`src/rtl/adder_4_ripple_carry.sv`:
```
// rtl/adder_4_ripple_carry.sv - registered 4-bit ripple-carry adder built from 1-bit full-adder cells
// Outputs are loaded only on valid operations and are held otherwise.

module adder_4_ripple_carry_fa (
   input  logic i_a,
   input  logic i_b,
   input  logic i_c,
   output logic o_s,
   output logic o_c
);

   assign o_s = i_a ^ i_b ^ i_c;
   assign o_c = (i_a & i_b) | (i_a & i_c) | (i_b & i_c);

endmodule

module adder_4_ripple_carry (
   input  logic       clk,
   input  logic       rst,
   input  logic [3:0] a,
   input  logic [3:0] b,
   input  logic       cin,
   input  logic       in_valid,
   output logic [3:0] sum,
   output logic       cout,
   output logic       ovf,
   output logic       zero,
   output logic       out_valid
);

   logic [4:0] w_c;
   logic [3:0] w_sum;
   logic       w_ovf;
   logic       w_zero;

   logic [3:0] r_sum;
   logic       r_cout;
   logic       r_ovf;
   logic       r_zero;
   logic       r_out_valid;

   assign w_c[0] = cin;

   // Strict ripple chain: each cell's carry-out drives the next cell's carry-in.
   for (genvar gi = 0; gi < 4; gi++) begin : g_cell
      adder_4_ripple_carry_fa u_fa (
         .i_a (a[gi]),
         .i_b (b[gi]),
         .i_c (w_c[gi]),
         .o_s (w_sum[gi]),
         .o_c (w_c[gi+1])
      );
   end

   assign w_ovf  = w_c[3] ^ w_c[4];
   assign w_zero = (w_sum == 4'b0000);

   always_ff @(posedge clk) begin
      if (rst) begin
         r_sum       <= 4'b0000;
         r_cout      <= 1'b0;
         r_ovf       <= 1'b0;
         r_zero      <= 1'b1;
         r_out_valid <= 1'b0;
      end else begin
         r_out_valid <= in_valid;
         if (in_valid) begin
            r_sum  <= w_sum;
            r_cout <= w_c[4];
            r_ovf  <= w_ovf;
            r_zero <= w_zero;
         end
      end
   end

   assign sum       = r_sum;
   assign cout      = r_cout;
   assign ovf       = r_ovf;
   assign zero      = r_zero;
   assign out_valid = r_out_valid;

endmodule

```
`config.mk`:
```
export PLATFORM = sky130hd
export DESIGN_NAME = adder_4_ripple_carry
export DESIGN_NICKNAME = d
export VERILOG_FILES = /design/src/rtl/adder_4_ripple_carry.sv
export SDC_FILE = /design/constraint.sdc
export NUM_CORES = 1
export LEC_CHECK = 0
export CORE_AREA = 2 2 39 41
export DETAILED_ROUTE_END_ITERATION = 16
export DIE_AREA = 0 0 41 43
export PLACE_DENSITY = 0.67
export REMOVE_ABC_BUFFERS = 1
export SLEW_MARGIN = 0
export SYNTH_ARGS = -nofsm -noshare
export SYNTH_HDL_FRONTEND = slang
export SYNTH_SLANG_ARGS = --single-unit
```
`constraint.sdc`:
```
create_clock -name clk -period 4.05 [get_ports clk]
set_input_delay 0.405 -clock clk [delete_from_list [all_inputs] [get_ports clk]]
set_output_delay 0.405 -clock clk [all_outputs]
set_load 0.03 [all_outputs]
```
---- Yosys cells after proc, flatten, opt, wreduce, memory -nomap -nowiden ----
Cells that the tools add are included.
W data, S select, Z words.
operators by class
  bitwise gates (word level) .............. 29
  reduce and logical (&&, ||, !) cells .... 1
operators with widths
  kind              number
  $and A1 B1 Y1     12
  $xor A1 B1 Y1     9
  $or A1 B1 Y1      8
  $logic_not A4 Y1  1
storage, ports and cells
  word-level logic and storage cells ...... 35
  flip-flop bits (word level) ............. 8

---- Longest topological paths before layout ----
  word-level depth ........................ 13
  depth in mapped cells ................... 7

---- Modules after synthesis ----
A second synthesis with hierarchy kept.
second synthesis, totals
  cells, all modules ...................... 31
  area, all modules ....................... 374.1 um2
modules (own cells, without submodules)
  module                   area each (um2)  times used  cells each
  adder_4_ripple_carry     294.0            1           27
  adder_4_ripple_carry_fa  20.0             4           1

---- Worst setup path before layout ----
Ideal clock, no wire load.
  path kind ............................... input -> register
  from .................................... input port a[0]
  to ...................................... register r_zero (netlist: zero)
  stages .................................. 6
  path slack .............................. 1,551 ps
  path buffers ............................ 0
  library setup time ...................... 122 ps
  arrival ................................. 2,377 ps
  cells stage by stage .................... fa_1 -> fa_1 -> fa_1 -> inv_1 -> fa_1 -> a221o_1
between the ends
  longest elaborated chain between the ends .. 11
  elaborated cells on any way between the ends .. 18
  classes of those cells .................. bitwise: 17; reduce/logical: 1
RTL lines
  item                        line  source
  start, declared             20    input logic [3:0] a,
  $and A1 B1 Y1               13    assign o_c = (i_a & i_b) | (i_a & i_c) | (i_b & i_c);
  $or A1 B1 Y1 (2 in series)  13
  $and A1 B1 Y1               13
  $or A1 B1 Y1 (2 in series)  13
  $and A1 B1 Y1               13
  $or A1 B1 Y1 (2 in series)  13
  $xor A1 B1 Y1               12    assign o_s = i_a ^ i_b ^ i_c;
  $logic_not A4 Y1 (*)        56    assign w_zero = (w_sum == 4'b0000);
  end signal, assigned        71    r_zero <= w_zero;
  end, declared               39    logic r_zero;
Mark *: on every way between the ends. The rest lies on a longest branch, timed or not.
A chain may end at the register's enable or synchronous reset.

---- Worst setup path after layout ----
Same ends and word-level chain as after synthesis.

==> results_tabular.tex <==
\begin{tabular}{lr}
\hline
Metric & Value \\
\hline
\multicolumn{2}{l}{\textbf{Routing}} \\
WL final & 660 µm \\
Vias & 301 \\
DRC violations left & 0 \\
Iteration-0 DRC Markers & 0 \\
Number of iterations in the first detailed-routing pass & 1 \\
Count of nets left with antenna violations after detail routing & 0 \\
Wire length per cell & 9.43 µm \\
Average vias per placed instance & 4.30 \\
\multicolumn{2}{l}{\textbf{Power and ir drop}} \\
Portion of total power attributed to the clock network & 0.275 \\
Sum of internal, switching and leakage power & 220 µW \\
Pwr per Cell Area & 357 mW/mm² \\
Static Leakage & 0.000257 µW \\
Power dissipated by switching net loads & 63.7 µW \\
Switching power share of the total & 0.290 \\
Comb pwr share & 0.317 \\
Share of power burned in registers & 0.407 \\
Worst vdd ir & 137 µV \\
Internal power & 156 µW \\
\multicolumn{2}{l}{\textbf{Floorplanning}} \\
Placeable core region & 0.00138 mm² \\
Height of the chip & 43 µm \\
Total die area & 0.00176 mm² \\
I/O pin total & 20 \\
Initial standard-cell utilization of the core & 0.288 \\
Horiz. Die Dim & 41 µm \\
Count of standard-cell rows & 14 \\
\multicolumn{2}{l}{\textbf{Synth}} \\
Distinct cell type count after synthesis & 15 \\
Mapped Avg Cell Area & 11.7 µm² \\
Mapped Area & 398 µm² \\
Yosys warns & 0 \\
Sequential fraction of the synthesis area & 0.403 \\
Post-synthesis register bit count & 8 \\
Number of instances in the synthesized netlist & 34 \\
\multicolumn{2}{l}{\textbf{Critical path}} \\
Total number of cells along the worst setup path & 7 \\
Critical path launch point type & primary input \\
Cell seen most often among critical-path stages & sky130\_fd\_sc\_hd\_\_fa\_1 \\
Family with the most delay on the worst path & adder cells \\
Critical-path top delay cell & sky130\_fd\_sc\_hd\_\_fa\_1 \\
Setup slack of the most critical reg-to-reg path & 3310 ps \\
Startpoint of the worst register-to-register path & zero \\
Ordered list of cells on the worst path & clkdlybuf4s50\_1 -> fa\_1 -> fa\_1 -> fa\_1 -> inv\_1 -> fa\_1 -> a221o\_1 \\
Critical path class & in -> reg \\
Critical path buffers and inverters & 2 \\
Highest cell delay on the worst timing path & 440 ps \\
Maximum fanout encountered on the critical timing path & 2 \\
Worst r2r dst & zero \\
Arrival time worst endpoint & 2890 ps \\
Critical path required time & 4190 ps \\
Category of the worst setup path capture point & flop \\
Number of cells traversed by the worst register-to-register path & 1 \\
\multicolumn{2}{l}{\textbf{STA}} \\
Count of final setup violators & 0 \\
Headroom to the max-slew limit & 0.699 \\
Final Slew Violations & 0 \\
Setup repair after global routing missed its margin & false \\
Hold Violations, Final & 0 \\
Tightest Pin Transition & 450 ps \\
Final worst clock skew & 0 ps \\
Final min period & 2750 ps \\
Fin Setup TNS & 0 ps \\
Setup WS post-layout & 1300 ps \\
Portion of the clock cycle consumed by the worst path in the final layout & 0.680 \\
Top achievable clock speed & 0.363 GHz \\
\multicolumn{2}{l}{\textbf{Clock tree}} \\
Clk pin slew, worst setup/hold paths & 50 ps \\
Number of resized instances in the post-cts repair step & 0 \\
Number of buffers inserted by post-CTS setup repair & 0 \\
Later-pin clock latency in the skew report & 250 ps \\
Number of buffers added to fix hold violations after cts & 0 \\
Root buf cell & sky130\_fd\_sc\_hd\_\_clkbuf\_4 \\
Clock Path Buffers & 2 \\
Cts bufs inserted & 3 \\
Number of H-tree branching levels & 1 \\
TritonCTS clock tree & built \\
Total clock sinks & 8 \\
\multicolumn{2}{l}{\textbf{Worst hold path}} \\
Class of the tightest hold or removal check & reg -> reg \\
Start point of the worst min-delay path & zero \\
Destination of the worst hold path & zero \\
Number of stages on the worst hold path & 1 \\
\multicolumn{2}{l}{\textbf{Status}} \\
Run status & completed \\
\multicolumn{2}{l}{\textbf{Layout}} \\
Multi-input logic area & 206 µm² \\
Area growth, synth to finish & 54.4\% \\
Number of fill cells in the layout & 148 \\
\# nets final & 72 \\
Number of antenna diodes & 0 \\
Register Area & 160 µm² \\
Final core utilization & 0.444 \\
Share of post-route cells with drive strength above 1 & 0.111 \\
\multicolumn{2}{l}{\textbf{GRT}} \\
Global-route wire length before repair & 1.15 mm \\
Largest net degree at the start of global routing & 12 \\
GR Overflow Total & 0 \\
GR Util All Layers & 0.0974 \\
Antenna violations before repair & 0 \\
Vias in the first global route & 278 \\
\multicolumn{2}{l}{\textbf{Placed design}} \\
Quantity of I/O buffers inserted on ports & 19 \\
Placer congestion estimate & 0.639 \\
Post-place setup slack & 1010 ps \\
Post-DP HPWL & 546 µm \\
\multicolumn{2}{l}{\textbf{Flow run}} \\
MaxCap Viol Count & 0 \\
\hline
\end{tabular}
[routing by layer]
| metal | global-route usage | vias to the layer above | routed length, µm |
|---|---|---|---|
| li1 | - | 152 | - |
| met1 | 0.126 | 138 | 271 |
| met2 | 0.134 | 11 | 342 |
| met3 | 0.0628 | 0 | 45 |
| met4 | 0.0200 | 0 | 0 |
| met5 | 0 | - | 0 |
[stage by stage]
stage                     instances  hold slack [ps]  instance area, µm²
final                            70              489                 614
after global placement           67              474                 592
after CTS                        70              492                 614
after floorplan                  32              473                 382
after detailed placement         67              480                 592
after global routing             70              508                 614
[flip-flops by register name (all words and copies together) (netlist names)]
signal	cells
zero	1
out_valid	1
cout	1
ovf	1
sum	4
[power groups by stage]
stage               logic (µW)  clock network (µW)  registers (µW)
detailed placement        71.1                   0            91.2
floorplan                 23.4                   0             105
global placement          70.2                   0            90.8
finish                    69.7                60.5            89.4
CTS                       71.1                62.6            89.6
global route              75.6                68.4            90.4
[placed cells by master, fill, tap and decap left out]
cell type	n
sky130_fd_sc_hd__fa_1	4
sky130_fd_sc_hd__a211oi_1	2
sky130_fd_sc_hd__nor2b_4	1
sky130_fd_sc_hd__clkbuf_4	3
sky130_fd_sc_hd__nor4b_2	1
sky130_fd_sc_hd__inv_2	1
sky130_fd_sc_hd__nor3b_1	1
sky130_fd_sc_hd__dfxtp_1	8
sky130_fd_sc_hd__nor2_1	5
sky130_fd_sc_hd__inv_1	3
sky130_fd_sc_hd__a221o_1	1
sky130_fd_sc_hd__a21o_1	1
sky130_fd_sc_hd__clkdlybuf4s50_1	19
sky130_fd_sc_hd__mux2i_1	3
sky130_fd_sc_hd__xnor2_1	1
[synth_stat cells]
cell type	count	area [µm²]
sky130_fd_sc_hd__dfxtp_1	8	160
sky130_fd_sc_hd__nor2_1	5	18.8
sky130_fd_sc_hd__fa_1	4	80.1
sky130_fd_sc_hd__inv_1	3	11.3
sky130_fd_sc_hd__mux2i_1	3	30.0
sky130_fd_sc_hd__a211oi_1	2	15.0
sky130_fd_sc_hd__a21o_1	1	7.51
sky130_fd_sc_hd__a221o_1	1	10.0
sky130_fd_sc_hd__buf_6	1	11.3
sky130_fd_sc_hd__clkbuf_2	1	5.00
sky130_fd_sc_hd__inv_2	1	3.75
sky130_fd_sc_hd__nor2b_4	1	13.8
sky130_fd_sc_hd__nor3b_1	1	7.51
sky130_fd_sc_hd__nor4b_2	1	15.0
sky130_fd_sc_hd__xnor2_1	1	8.76
[cell families (layout without fill, tap and decap cells)]
| kind of cell | Yosys count | after routing | share of synthesized area |
|---|---|---|---|
| xor+xnor | 1 | 1 | 0.0220 |
| simple gates | 8 | 8 | 0.138 |
| flops | 8 | 8 | 0.403 |
| fa+ha+maj | 4 | 4 | 0.201 |
| mux | 3 | 3 | 0.0755 |
| compound gates | 4 | 4 | 0.0818 |
| buf+inv | 6 | 26 | 0.0786 |
[cell type report]
cell class	instances	area share
tap	16	0.0326
timing repair buffer	19	0.310
multi-input combinational	20	0.336
inverter	4	0.0244
clock buffer	3	0.0367
sequential	8	0.261
[worst max path at each step]
stage	start	to
floorplan	a[0]	zero
global placement	a[0]	zero
detailed placement	a[0]	zero
CTS	a[0]	zero
global route	a[0]	zero
finish	a[0]	zero
No activity file was read; power rests on OpenSTA's default activity.
==> edit 1: new RTL, same settings <==
Remove the register `r_out_valid`: a continuous assignment takes its place, so the output `out_valid` follows one clock earlier.
--- a/src/rtl/adder_4_ripple_carry.sv
+++ b/src/rtl/adder_4_ripple_carry.sv
@@ -61,9 +61,7 @@
          r_cout      <= 1'b0;
          r_ovf       <= 1'b0;
          r_zero      <= 1'b1;
-         r_out_valid <= 1'b0;
       end else begin
-         r_out_valid <= in_valid;
          if (in_valid) begin
             r_sum  <= w_sum;
             r_cout <= w_c[4];
@@ -73,6 +71,8 @@
       end
    end
 
+   assign r_out_valid = in_valid;
+
    assign sum       = r_sum;
    assign cout      = r_cout;
    assign ovf       = r_ovf;
Behaviour: not the same (Yosys sat finds a counterexample within 4 cycles, from zero or initial values and one cycle with rst high).
==> edit 1 against the unedited design <==
- power fell by 3.1%
- worst setup slack improved by 0.0014 ns
- via count fell by 3.0%
- routed wire length rose by 3.2%
- sequential cell count fell by 1
- final area fell by 3.3%
- synthesized area fell by 4.1%
- sequential power fell by 12%
==> edit 1: results (changes against the unedited design) <==
Outcome
  – Status: completed

Worst setup path
  – Reg2reg start: ovf
  – CP top delay family: adder cells
  – R2r worst-path depth: 2 (+1)
  – Worst path slowest cell: fa_1
  – Slowest cell delay on critical path: 0.44 ns (about the same)
  – Critical path arrival: 2.88 ns (about the same)
  – Critical Path Fanout Max: 2 (unchanged)
  – Flop-to-flop setup slack: 3.24 ns (-0.07 ns)
  – Crit path from: a[0]

STA
  – Clk_skew: 0 ns (unchanged)
  – Worst Hold Slack: 0.4869 ns (-0.002038 ns)
  – Highest Clock Rate: 363.6 MHz (about the same)
  – Slew margin rel.: 71.62% (+1.7 points)

Clocking
  – Post-CTS Resized: 0 (unchanged)
  – Worst-Skew Late Latency: 0.24 ns
  – Post-CTS Setup Bufs: 0 (unchanged)
  – Clock transition at the registers of the reported paths: 0.05 ns (about the same)
  – Clock root buffer: clkbuf_4

Place
  – GPL Wtd Cong: 0.6927 (+8.5%)
  – DP Area: 568.0 um^2 (-4.0%)
  – Pre-CTS WS: 1.020 ns (+0.01044 ns)
  – DP Cell Count: 65 (-3.0%)
  – Post-DP HPWL: 569.8 um (+4.3%)
  – PortBufs: 19 (unchanged)

Cells and area
  – Final #Nets: 70 (-2.8%)
  – ANT cells: 0 (unchanged)
  – Layout cell share with drive strength beyond 1: 7.547% (-3.6 points)
  – Final core occ: 42.95% (-1.4 points)
  – Max reg flops: 4 (unchanged)
  – Final Instance Count excl. Fillers: 69 (-1.4%)
  – Filler Cells Inserted: 141 (-4.7%)

Drt
  – Max Used Layer: met4
  – Metal3 WL: 56 um (+24%)
  – Initial DRT Pass Iterations: 2 (+1)
  – WL final: 681 um (+3.2%)
  – Routed vias/inst: 4.232 (-1.6%)
  – Iter 0 DRT Violations: 2 (+2)
  – M1 wire length: 283 um (+4.4%)
  – Met2 WL: 332 um (-2.9%)

Power
  – Int Pwr: 0.1491 mW (-4.4%)
  – Leak Pwr: 0.2432 nW (-5.2%)
  – Max IR drop VDD: 0.1614 mV (+18%)

GRT
  – Vias in the first global route: 288 (+3.6%)
  – Met1 global-route usage: 11.07% (-1.5 points)
  – Initial antenna violation count: 0 (unchanged)
  – Tot GR Track Use: 10.69% (+0.95 points)
  – First-pass GRT wire length: 1159 um (+1.2%)
  – Met3 Usage GRT: 7.330% (+1.0 points)
  – Routing usage on met2: 13.44% (unchanged)

Logic synthesis
  – Distinct cells, synth: 14 (-1)
  – Top cells by area, synth: dfxtp_1 (37%), fa_1 (21%), mux2i_1 (7.9%), nor4b_4 (6.2%), nor2_1 (4.9%)
  – Top post-synthesis cells by count: dfxtp_1 (7), nor2_1 (5), fa_1 (4), inv_1 (4), mux2i_1 (3)
  – Gate Count Post-Synth: 33 (-2.9%)
  – Post-synthesis sequential area ratio: 36.72% (-3.5 points)

Worst hold path
  – Hold wc startpoint: cout
  – Hold Path Depth: 2 (+1)
  – HP Class: reg -> reg
edit 1: final timing paths:
check,end
setup / recovery,zero
hold / removal,cout
setup reg to reg,ovf
hold reg to reg,cout
edit 1: kinds of logic (layout without fill, tap and decap cells):
logic type	Yosys count	after routing	share of synthesized area, %
flops	7	7	36.72
simple gates	7	7	13.44
buf+inv	7	27	10.16
fa+ha+maj	4	4	20.98
compound gates	4	4	8.524
mux	3	3	7.869
xor+xnor	1	1	2.296
edit 1: layout make-up:
type | instances | area share, %
inverter | 4 | 2.526
clock buffer | 4 | 4.421
multi-input combinational | 19 | 34.11
timing repair buffer | 19 | 32.00
tap | 16 | 3.368
sequential | 7 | 23.58
edit 1: power groups by stage:
stage / combinational (mW) / clock [mW] / sequential (mW)
after floorplan: 0.0253 / 0 / 0.0937
after global placement: 0.0714 / 0 / 0.0804
after detailed placement: 0.0722 / 0 / 0.0806
after CTS: 0.0724 / 0.0648 / 0.0792
after global routing: 0.0780 / 0.0702 / 0.0798
final: 0.0715 / 0.0623 / 0.0790
==> edit 2: new RTL, same flow settings <==
Without the edit above. Make the reset (`rst`) asynchronous in one clocked block.
--- a/src/rtl/adder_4_ripple_carry.sv
+++ b/src/rtl/adder_4_ripple_carry.sv
@@ -55,7 +55,7 @@
    assign w_ovf  = w_c[3] ^ w_c[4];
    assign w_zero = (w_sum == 4'b0000);
 
-   always_ff @(posedge clk) begin
+   always_ff @(posedge clk or posedge rst) begin
       if (rst) begin
          r_sum       <= 4'b0000;
          r_cout      <= 1'b0;
Function: differs if rst is asserted again (counterexample within 4 cycles, from zero or initial values and one cycle with rst high); with rst held inactive, the same outputs for 10 cycles.
==> edit 2 against the unedited design <==
- clock power is 8.4% higher
- synthesized cell count is 18% lower
- power is 27% higher
- routed wire length is 7.7% higher
- final area is 6.5% higher
- synthesized area is 7.9% higher
- worst hold slack worse by 0.091 ns
- highest routed layer is now met4
- sequential cell count stayed put
- worst setup slack worse by 0.085 ns
- first-iteration DRC count is 1 higher
==> edit 2: results (changes against the unedited design) <==
Outcome
  – Status: completed

STA
  – Clk_skew: 0 ns (unchanged)
  – Worst slew pin tran: 0.4729 ns (+0.02260 ns)
  – Final period utilization: 70.06% (+2.1 points)

GRT
  – Initial antenna violation count: 0 (unchanged)
  – Vias in the first global route: 285 (+2.5%)
  – Largest net degree at the start of global routing: 10 (-2)
  – First-pass GRT wire length: 1221 um (+6.6%)
  – Tot GR Track Use: 10.99% (+1.3 points)

Place
  – DP Area: 628.1 um^2 (+6.1%)
  – Post-DP HPWL: 607.5 um (+11%)
  – Pre-CTS WS: 0.9376 ns (-0.07178 ns)
  – GPL Wtd Cong: 0.6979 (+9.3%)

Worst setup path
  – Reg2reg start: ovf
  – Flop-to-flop setup slack: 3.28 ns (-0.03 ns)
  – Critical Path Sink: zero
  – CP top delay family: adder cells
  – Slowest cell delay on critical path: 0.44 ns (about the same)
  – FF-to-FF End: ovf
  – Critical path arrival: 3.01 ns (+0.12 ns)

Drt
  – Initial DRT Pass Iterations: 4 (+3)
  – WL final: 711 um (+7.7%)
  – Routed vias/inst: 4.273 (-0.63%)
  – Iter 0 DRT Violations: 1 (+1)

Logic synthesis
  – Post-synthesis sequential area ratio: 46.94% (+6.7 points)
  – Asr flop ratio synth: 100.0% (+100 points)
  – Distinct cells, synth: 11 (-4)
  – Top cells by area, synth: dfrtp_1 (41%), fa_1 (19%), mux2_4 (17%), dfstp_2 (6.1%), inv_1 (4.4%)
  – Top post-synthesis cells by count: dfrtp_1 (7), inv_1 (5), mux2_4 (5)

Power
  – Leak Pwr: 0.2907 nW (+13%)
  – Int Pwr: 0.1903 mW (+22%)
  – Max IR drop VDD: 0.1492 mV (+8.9%)

Clocking
  – Clock root buffer: clkbuf_4
  – Clock transition at the registers of the reported paths: 0.06 ns

Cells and area
  – Layout cell share with drive strength beyond 1: 20.00% (+8.9 points)
  – Max reg flops: 4 (unchanged)
  – Filler Cells Inserted: 130 (-12%)
  – Final #Nets: 67 (-6.9%)

Worst hold path
  – HP Class: in -> async
[edit 2: worst min-delay path by stage]
stage	start	end	slack, ns	cells after the start
global placement	sum[2]	sum[2]	0.50	1
finish	rst	out_valid	0.40	2
detailed placement	sum[2]	sum[2]	0.51	1
global route	rst	out_valid	0.44	2
CTS	rst	out_valid	0.41	2
floorplan	rst	cout	0.22	1
[edit 2: power groups by stage]
stage / clock network [mW] / registers (mW) / logic [mW]
floorplan: 0 / 0.132 / 0.0346
global placement: 0 / 0.104 / 0.110
detailed placement: 0 / 0.105 / 0.111
CTS: 0.0681 / 0.104 / 0.111
global route: 0.0743 / 0.105 / 0.117
finish: 0.0656 / 0.103 / 0.109
[edit 2: stage by stage]
stage,power [mW],cells
detailed placement,0.2158,62
finish,0.2784,66
global placement,0.2147,62
CTS,0.2827,66
floorplan,0.1670,27
global route,0.2969,66
[edit 2: area by class of cell]
| type | instances | area, um^2 | area share, % |
|---|---|---|---|
| multi-input combinational | 14 | 197.7 | 30.21 |
| tap | 16 | 20.02 | 3.059 |
| sequential | 8 | 201.4 | 30.78 |
| clock buffer | 4 | 26.28 | 4.015 |
| inverter | 5 | 18.77 | 2.868 |
| timing repair buffer | 19 | 190.2 | 29.06 |
[edit 2: cells by family after synthesis]
family / count (synthesis) / synth area share [%]
xor gates and xnor gates: 1 / 2.041
muxes: 6 / 19.82
DFF: 8 / 46.94
buffers and inverters: 6 / 6.997
adders and majority gates: 4 / 18.66
and+or+nand+nor: 2 / 4.371
AOI/OAI and AO/OA: 1 / 1.165
[edit 2: routing by layer]
metal  part of all wire, %  vias up  global-route usage, %
li1                      -      133                      -
met1                    43      137                  13.76
met2                    50       10                  14.06
met3                   4.5        2                  3.665
met4                   3.1        0                  10.00
met5                     0        -                      0
